File: src/rtl/mem_arbiter.sv
// Two-master round-robin arbiter in front of the MemoryUnit CPU-side port.
// Drives the start/busy handshake with a watchdog on a missing busy response.
module mem_arbiter #(
  parameter int unsigned ADDR_W  = 27,
  parameter int unsigned DATA_W  = 32,
  parameter int unsigned TIMEOUT = 15
) (
  input  logic              clk_i,
  input  logic              reset_ni,
  input  logic              init_done_i,
  input  logic              p0_req_i,
  input  logic [ADDR_W-1:0] p0_addr_i,
  input  logic [DATA_W-1:0] p0_data_i,
  input  logic              p0_we_i,
  output logic              p0_ack_o,
  input  logic              p1_req_i,
  input  logic [ADDR_W-1:0] p1_addr_i,
  input  logic [DATA_W-1:0] p1_data_i,
  input  logic              p1_we_i,
  output logic              p1_ack_o,
  output logic [DATA_W-1:0] rd_q_o,
  output logic              owner_o,
  output logic              err_o,
  output logic [ADDR_W-1:0] mem_addr_o,
  output logic [DATA_W-1:0] mem_data_o,
  output logic              mem_we_o,
  output logic              mem_start_o,
  input  logic              mem_busy_i,
  input  logic [DATA_W-1:0] mem_q_i
);

  localparam int unsigned CNT_W = (TIMEOUT > 1) ? $clog2(TIMEOUT) : 1;

  typedef enum logic [1:0] {S_IDLE, S_ISSUE, S_WAIT, S_DONE} state_e;

  state_e              state_q, state_d;
  logic [CNT_W-1:0]    cnt_q, cnt_d;
  logic                last_q, last_d;
  logic                owner_q, owner_d;
  logic                err_q, err_d;
  logic [ADDR_W-1:0]   addr_q, addr_d;
  logic [DATA_W-1:0]   data_q, data_d;
  logic                we_q, we_d;
  logic                start_q, start_d;
  logic                ack0_q, ack0_d;
  logic                ack1_q, ack1_d;
  logic [DATA_W-1:0]   rdata_q, rdata_d;

  logic grant_c;
  logic gnt1_c;
  logic timeout_c;

  // On a tie the port that was not served last wins.
  assign grant_c   = init_done_i & (p0_req_i | p1_req_i);
  assign gnt1_c    = p1_req_i & (~p0_req_i | ~last_q);
  assign timeout_c = (cnt_q == CNT_W'(TIMEOUT - 1));

  always_ff @(posedge clk_i or negedge reset_ni) begin
    if (!reset_ni) state_q <= S_IDLE;
    else           state_q <= state_d;
  end

  always_comb begin
    state_d = state_q;
    unique case (state_q)
      S_IDLE:  if (grant_c) state_d = S_ISSUE;
      S_ISSUE: begin
        if (mem_busy_i)     state_d = S_WAIT;
        else if (timeout_c) state_d = S_DONE;
      end
      S_WAIT:  if (!mem_busy_i) state_d = S_DONE;
      S_DONE:  state_d = S_IDLE;
      default: state_d = S_IDLE;
    endcase
  end

  always_comb begin
    cnt_d   = cnt_q;
    last_d  = last_q;
    owner_d = owner_q;
    err_d   = err_q;
    addr_d  = addr_q;
    data_d  = data_q;
    we_d    = we_q;
    start_d = start_q;
    rdata_d = rdata_q;
    ack0_d  = 1'b0;
    ack1_d  = 1'b0;
    unique case (state_q)
      S_IDLE: begin
        if (grant_c) begin
          owner_d = gnt1_c;
          addr_d  = gnt1_c ? p1_addr_i : p0_addr_i;
          data_d  = gnt1_c ? p1_data_i : p0_data_i;
          we_d    = gnt1_c ? p1_we_i   : p0_we_i;
          start_d = 1'b1;
          cnt_d   = '0;
        end
      end
      S_ISSUE: begin
        if (!mem_busy_i) begin
          // Watchdog: MemoryUnit never acknowledged start with busy.
          if (timeout_c) begin
            start_d = 1'b0;
            err_d   = 1'b1;
            rdata_d = '0;
            ack0_d  = ~owner_q;
            ack1_d  = owner_q;
          end else begin
            cnt_d = cnt_q + CNT_W'(1);
          end
        end
      end
      S_WAIT: begin
        if (!mem_busy_i) begin
          start_d = 1'b0;
          rdata_d = mem_q_i;
          ack0_d  = ~owner_q;
          ack1_d  = owner_q;
          last_d  = owner_q;
        end
      end
      S_DONE:  start_d = 1'b0;
      default: start_d = 1'b0;
    endcase
  end

  always_ff @(posedge clk_i or negedge reset_ni) begin
    if (!reset_ni) begin
      cnt_q   <= '0;
      last_q  <= 1'b1;
      owner_q <= 1'b0;
      err_q   <= 1'b0;
      addr_q  <= '0;
      data_q  <= '0;
      we_q    <= 1'b0;
      start_q <= 1'b0;
      ack0_q  <= 1'b0;
      ack1_q  <= 1'b0;
      rdata_q <= '0;
    end else begin
      cnt_q   <= cnt_d;
      last_q  <= last_d;
      owner_q <= owner_d;
      err_q   <= err_d;
      addr_q  <= addr_d;
      data_q  <= data_d;
      we_q    <= we_d;
      start_q <= start_d;
      ack0_q  <= ack0_d;
      ack1_q  <= ack1_d;
      rdata_q <= rdata_d;
    end
  end

  assign p0_ack_o    = ack0_q;
  assign p1_ack_o    = ack1_q;
  assign rd_q_o      = rdata_q;
  assign owner_o     = owner_q;
  assign err_o       = err_q;
  assign mem_addr_o  = addr_q;
  assign mem_data_o  = data_q;
  assign mem_we_o    = we_q;
  assign mem_start_o = start_q;

endmodule
File: config.mk
export PLATFORM = sky130hd
export DESIGN_NAME = mem_arbiter
export DESIGN_NICKNAME = d
export VERILOG_FILES = /design/src/rtl/mem_arbiter.sv
export SDC_FILE = /design/constraint.sdc
export NUM_CORES = 1
export LEC_CHECK = 0
export BUFFER_PORTS_ARGS = -buffer_cell sky130_fd_sc_hd__buf_2
export CORE_MARGIN = 10
export CORE_UTILIZATION = 40
export CTS_BUF_LIST = sky130_fd_sc_hd__clkbuf_8 sky130_fd_sc_hd__clkbuf_16
export CTS_CLUSTER_SIZE = 14
export DETAILED_ROUTE_END_ITERATION = 10
export PLACE_DENSITY = 0.76
export RECOVER_POWER = 25
export SYNTH_ARGS = -nofsm -noshare
export SYNTH_HDL_FRONTEND = slang
export SYNTH_SLANG_ARGS = --single-unit
export TNS_END_PERCENT = 100
File: constraint.sdc
create_clock -name clk_i -period 1.7 [get_ports clk_i]
set_input_delay 0.34 -clock clk_i [delete_from_list [all_inputs] [get_ports clk_i]]
set_output_delay 0.34 -clock clk_i [all_outputs]
set_load 0.005 [all_outputs]
After elaboration in Yosys (flattened, before gate mapping)
Index checks and enable logic that the tools add are counted.
{ "op_classes": {"n_bitwise": 8, "eq_ne": 10, "reduce_logical": 10, "addsub": 1, "mux": 29} }
{ "ops": {"columns": ["cell", "n"], "rows": [
  ["32-bit 2-to-1 mux", 4],
  ["32-bit case mux with 2 select lines", 1],
  ["27-bit 2-to-1 mux", 1],
  ["4-bit 2-to-1 mux", 3],
  ["4-bit AND reduction", 3],
  ["1-bit 2-to-1 mux", 11],
  ["2-bit != test (second input constant)", 5],
  ["2-bit 2-to-1 mux", 4],
  ["2-bit case mux with 4 select lines", 1],
  ["4-bit case mux with 2 select lines", 1],
  ["3-bit AND reduction", 2],
  ["4-bit by 1-bit adder with 4-bit output (second input constant)", 1],
  ["2-bit equality test (second input constant)", 2],
  ["4-bit equality test (second input constant)", 1],
  ["1-bit inverter", 4],
  ["1-bit case mux with 2 select lines", 2],
  ["1-bit case mux with 4 select lines", 1],
  ["2-bit AND reduction", 2],
  ["2-bit nonzero test", 2],
  ["3-bit != test (second input constant)", 1],
  ["1-bit bitwise AND", 2],
  ["2-bit by 1-bit equality test with 1-bit output (second input constant)", 1],
  ["2-bit logical NOT", 1],
  ["1-bit OR", 2]
]} }
{ "word_totals": {"output_inout_bits": 97, "in_bits": 158, "elab_cells": 70, "register_bits": 104} }

Longest topological paths before layout
{ "depth": {"word_depth": 4, "depth_mapped": 8, "mapped_depth_nobuf": 6} }

Worst setup path after synthesis
Ideal clock, no wire load.
{ "synth_path": {"path_kind": "register to register", "from": "register state_q[1]", "to": "register rdata_q[10], in the netlist rd_q_o[10]", "t_arrival_ns": 1.487, "path_buffers": 2, "period_less_slack_ns": 1.608, "t_required_ns": 1.579, "slack_ns": 0.092, "setup_time_ns": 0.121, "stages_incl_launch_ff": 8, "path_cell_list": "dfrtp_1 > inv_1 > ha_1 > buf_4 > nand2b_1 > a21o_1 > buf_6 > a22o_1"} }
{ "synth_via": {"elab_chain_cells": 3, "elab_cells_between_ends": 8, "cone_classes": "5 x eq/ne; 1 x mux; 2 x reduce/logical"} }
{ "synth_rtl": {"columns": ["item", "line_no", "rtl"], "rows": [
  ["from (decl)", "36", "state_e state_q, state_d;"],
  ["from (signal assigned)", "60", "else state_q <= state_d;"],
  ["2-bit by 1-bit equality test with 1-bit output / 2-bit equality test (equally long branches)", "89", "unique case (state_q)"],
  ["2-bit != test (no line) / 2-bit nonzero test (equally long branches)", null, null],
  ["4-bit AND reduction (no line)", null, null],
  ["to (signal assigned)", "152", "rdata_q <= rdata_d;"],
  ["to (decl)", "47", "logic [DATA_W-1:0] rdata_q, rdata_d;"]
]} }
Several ways; a longest one is shown, not always the timed one.
A chain may end at the register's enable or synchronous reset.

Worst setup path after layout
{ "layout_path": {"from": "register state_q[1]", "to": "register rdata_q[9], in the netlist rd_q_o[9]"} }
The elaborated chain is that of the path after synthesis.

==> report_table.html <==
<table>
<tr><th>Metric</th><th>Value</th></tr>
<tr><th colspan="2">Run status</th></tr>
<tr><td>Outcome</td><td>complete, no violations</td></tr>
<tr><th colspan="2">Final layout</th></tr>
<tr><td>Final non-filler cell area</td><td>roughly 0.0068 mm²</td></tr>
<tr><td>Fill cells</td><td>a little under 1000</td></tr>
<tr><td>Multi-input gate area in the final layout</td><td>0.00188 mm²</td></tr>
<tr><td>Most frequent cells in the layout</td><td>buf_2, dfrtp_1, nand2_1, o21ai_1, mux2i_1</td></tr>
<tr><td># nets final</td><td>between 800 and 900</td></tr>
<tr><td>Fraction of layout instances using a drive strength above 1</td><td>48.1%</td></tr>
<tr><td>Final cell count without fillers</td><td>838</td></tr>
<tr><td>Antenna Cells</td><td>0</td></tr>
<tr><td>Most common cell after layout, fill and taps aside</td><td>buf_2</td></tr>
<tr><td>Register area</td><td>around 0.0026 mm²</td></tr>
<tr><td>Layout overhead on the synthesized area</td><td>45.2%</td></tr>
<tr><td>Final design utilization</td><td>59.4%</td></tr>
<tr><th colspan="2">Logic synthesis</th></tr>
<tr><td>Number of flops mapped to enable cells by yosys</td><td>0</td></tr>
<tr><td>Ys async rst share</td><td>100%</td></tr>
<tr><td>Total number of yosys warnings</td><td>0</td></tr>
<tr><td>Syn_area_per_cell</td><td>11.7 µm²</td></tr>
<tr><td>Synthesized netlist cell count</td><td>around 400</td></tr>
<tr><td>Register area share after synthesis</td><td>between 50% and 60%</td></tr>
<tr><td>Distinct cell type count after synthesis</td><td>39</td></tr>
<tr><td>Primary flip-flop cell chosen by synthesis mapping</td><td>dfrtp_1</td></tr>
<tr><td>Netlist area before placement</td><td>about 0.0047 mm²</td></tr>
<tr><td>Syn_nets</td><td>~570</td></tr>
<tr><td>Yosys reg bits</td><td>104</td></tr>
<tr><th colspan="2">Drt</th></tr>
<tr><td>Mean routed wirelength per cell</td><td>roughly 18 µm</td></tr>
<tr><td>Drt total wl</td><td>between 15000 and 20000 µm</td></tr>
<tr><td>Via count</td><td>4195</td></tr>
<tr><td>Number of detailed-route iterations in the first pass</td><td>4</td></tr>
<tr><td>ANT nets after route</td><td>0</td></tr>
<tr><td>Detailed Route Iter0 Violations</td><td>around 280</td></tr>
<tr><td>DR DRC count</td><td>0</td></tr>
<tr><td>Vias per Instance</td><td>5.01</td></tr>
<tr><th colspan="2">Power</th></tr>
<tr><td>Seq pwr share</td><td>between 30% and 40%</td></tr>
<tr><td>Clock power share</td><td>approximately 18%</td></tr>
<tr><td>Cell internal pwr</td><td>between 7000 and 8000 µW</td></tr>
<tr><td>Relative contribution of combinational cells to total power</td><td>43.3%</td></tr>
<tr><td>Total leakage power</td><td>0.00367 µW</td></tr>
<tr><td>Largest voltage drop on the vdd net</td><td>1.25 mV</td></tr>
<tr><td>Proportion of total power due to net switching</td><td>between 30% and 40%</td></tr>
<tr><td>Cell Pwr Density</td><td>1580 mW/mm²</td></tr>
<tr><td>Sw Pwr</td><td>~3600 µW</td></tr>
<tr><th colspan="2">Global routing</th></tr>
<tr><td>Pin count of the biggest net entering global routing</td><td>between 50 and 60</td></tr>
<tr><td>Remaining global-route overflow</td><td>0</td></tr>
<tr><td>Met3 routing resource usage after global routing</td><td>5.91%</td></tr>
<tr><td>Vias in the first global route</td><td>around 4500</td></tr>
<tr><td>Met1 capacity usage during global routing</td><td>about a fifth</td></tr>
<tr><td>Met2 track utilization from global routing</td><td>28.5%</td></tr>
<tr><td>Antenna violations before repair</td><td>0</td></tr>
<tr><td>First-pass GRT wire length</td><td>around 23000 µm</td></tr>
<tr><td>GRT busiest layer</td><td>met2</td></tr>
<tr><td>GRT Overall Usage</td><td>about 17%</td></tr>
<tr><th colspan="2">Clocking</th></tr>
<tr><td>Number of levels the H-tree was split into</td><td>3</td></tr>
<tr><td>Clock-pin transition on the worst setup and hold timing paths</td><td>around 0.07 ns</td></tr>
<tr><td>Maximum clock insertion buffer count</td><td>2</td></tr>
<tr><td>Root Buffer</td><td>clkbuf_16</td></tr>
<tr><td>Clock buffer count from CTS</td><td>9</td></tr>
<tr><td>Worst-Skew Late Latency</td><td>approximately 0.34 ns</td></tr>
<tr><td>CTS tree</td><td>yes</td></tr>
<tr><td>Sink Count</td><td>approximately 100</td></tr>
<tr><th colspan="2">Placement</th></tr>
<tr><td>Half-perimeter wire length after detailed placement</td><td>~11000 µm</td></tr>
<tr><td>Placed insts</td><td>between 800 and 900</td></tr>
<tr><td>Final Wtd Congestion</td><td>0.823</td></tr>
<tr><td>DP Area</td><td>between 0.006 and 0.007 mm²</td></tr>
<tr><td># port buffers</td><td>about 250</td></tr>
<tr><th colspan="2">STA</th></tr>
<tr><td>Unrepaired setup endpoints after global routing</td><td>yes</td></tr>
<tr><td>Worst Clk Skew</td><td>between 0.006 and 0.007 ns</td></tr>
<tr><td>Achievable frequency</td><td>~600 MHz</td></tr>
<tr><td>Number of failing hold endpoints at the final stage</td><td>0</td></tr>
<tr><td>Worst slew margin relative to its limit</td><td>a little under half</td></tr>
<tr><td>Final setup violation count</td><td>0</td></tr>
<tr><td>Final Slew Violations</td><td>0</td></tr>
<tr><td>Worst-Margin Slew</td><td>0.782 ns</td></tr>
<tr><td>Final worst-path cycle share</td><td>just under 100%</td></tr>
<tr><td>Final worst path period need</td><td>1.67 ns</td></tr>
<tr><th colspan="2">Die</th></tr>
<tr><td>Height of the die</td><td>128 µm</td></tr>
<tr><td>I/O pins</td><td>between 200 and 300</td></tr>
<tr><td>Die outline width</td><td>about 130 µm</td></tr>
<tr><td>Die area</td><td>about 0.016 mm²</td></tr>
<tr><td>Initial standard-cell utilization of the core</td><td>roughly two fifths</td></tr>
<tr><td>Placeable core area</td><td>~0.011 mm²</td></tr>
<tr><td>Row Count</td><td>39</td></tr>
<tr><th colspan="2">Critical path</th></tr>
<tr><td>Critical path endpoint category</td><td>register</td></tr>
<tr><td>Crit path max fanout</td><td>8</td></tr>
<tr><td>Element type at the critical path start</td><td>register</td></tr>
<tr><td>Critical setup path kind</td><td>register to register</td></tr>
<tr><td>Worst endpoint required time</td><td>1.93 ns</td></tr>
<tr><td>Signal arrival time at the worst endpoint</td><td>around 1.9 ns</td></tr>
<tr><th colspan="2">Min path</th></tr>
<tr><td>Worst min-delay path class</td><td>input pin to register</td></tr>
<tr><th colspan="2">Job</th></tr>
<tr><td>Max cap viols</td><td>0</td></tr>
</table>
==> timing repair <==
| action | 4_1_cts | 5_1_grt |
|---|---|---|
| pin swaps | 1 | 2 |
| resized for setup | 3 | 12 |
| cloned | 2 | 3 |
| setup buffers | 5 | 9 |
| endpoints found under the setup margin | 65 | 94 |
| hold buffers | 1 | 0 |
| hold endpoints to repair | 46 | 0 |
==> area by class of cell <==
type                            instances  share of cell area [%]
Clock buffer                           10                    3.52
Clock inverter                          6                   0.406
Inverter                                3                   0.166
Multi-Input combinational cell        266                    27.8
Sequential cell                       104                    38.4
Tap cell                              143                    2.64
Timing Repair Buffer                  306                    27.1
==> kinds of logic after synthesis <==
family	synth area share, %
AO/OA/AOI/OAI	15.5
flip-flops	55.7
AND/OR/NAND/NOR	8.17
multiplexers	13.6
buffers and inverters	5.44
adder cells (fa/ha/maj)	1.61
==> synth_stat cells (2+ instances only) <==
library cell | count | area [µm²]
buf_2 | 8 | 40.0
nor2_1 | 2 | 7.51
inv_1 | 3 | 11.3
o21ai_1 | 64 | 320
buf_6 | 8 | 90.1
clkbuf_1 | 6 | 22.5
nor3_1 | 2 | 10.0
a22o_1 | 33 | 289
buf_12 | 3 | 60.1
nor2b_1 | 2 | 12.5
nand2_1 | 64 | 240
dfrtp_1 | 103 | 2580
nand3_1 | 3 | 15.0
ha_1 | 6 | 75.1
nand2b_1 | 4 | 25.0
a21o_1 | 2 | 15.0
a31oi_1 | 2 | 12.5
mux2_1 | 2 | 22.5
buf_4 | 4 | 30.0
mux2i_1 | 60 | 601
a21boi_1 | 2 | 15.0
==> path summary, 6_finish.rpt <==
kind / start / end / slack, ns / cells after the start
min reg2reg: mem_data_o[18]$_DFFE_PN0P_ / mem_data_o[18]$_DFFE_PN0P_ / 0.48 / 2
max: state_q[1]$_DFFE_PN0P_ / rd_q_o[9]$_DFFE_PN0P_ / 0.03 / 7
min in group asynchronous: reset_ni / mem_data_o[24]$_DFFE_PN0P_ / 0.74 / 3
max reg2reg: state_q[1]$_DFFE_PN0P_ / rd_q_o[9]$_DFFE_PN0P_ / 0.03 / 7
max in group asynchronous: reset_ni / mem_addr_o[21]$_DFFE_PN0P_ / 0.39 / 3
min: mem_q_i[10] / rd_q_o[10]$_DFFE_PN0P_ / 0.21 / 2
==> power by group through the flow <==
stage	sequential (µW)	combinational (µW)	clock, µW
after floorplan	4270	2070	0
after global placement	4160	4030	0
after detailed placement	4200	4190	0
after CTS	4170	4340	1950
after global routing	4320	5120	2050
final	4180	4640	1890
==> critical path, stage by stage, from the launching register on <==
cell       delay [ns]
dfrtp_1          0.41
inv_2            0.07
ha_2             0.18
buf_6            0.13
nand4_4          0.11
a21o_4           0.26
clkbuf_16        0.17
a22o_1           0.24
==> registers in the layout (all words and copies together) (netlist names), 2 cells and up <==
register    count
state_q         2
mem_data_o     32
mem_addr_o     27
cnt_q           4
rd_q_o         32
==> routing by layer <==
layer / up-vias / share of wire (%)
li1: 2005 / -
met1: 1986 / 40
met2: 191 / 50
met3: 13 / 8.4
met4: 0 / 1.2
met5: - / 0
==> metrics by stage <==
step / setup WS (ns) / setup TNS (ns) / total power [µW] / hold slack (ns)
CTS: 0.000507 / 0 / 10500 / 0.198
detailed placement: -0.451 / -13.68 / 8390 / 0.356
global placement: -0.331 / -10.52 / 8190 / 0.353
finish: 0.0326 / 0 / 10700 / 0.214
global route: -0.0386 / -0.281 / 11500 / 0.201
floorplan: 0.0919 / 0 / 6340 / 0.0444
No activity file was read; power rests on OpenSTA's default activity.
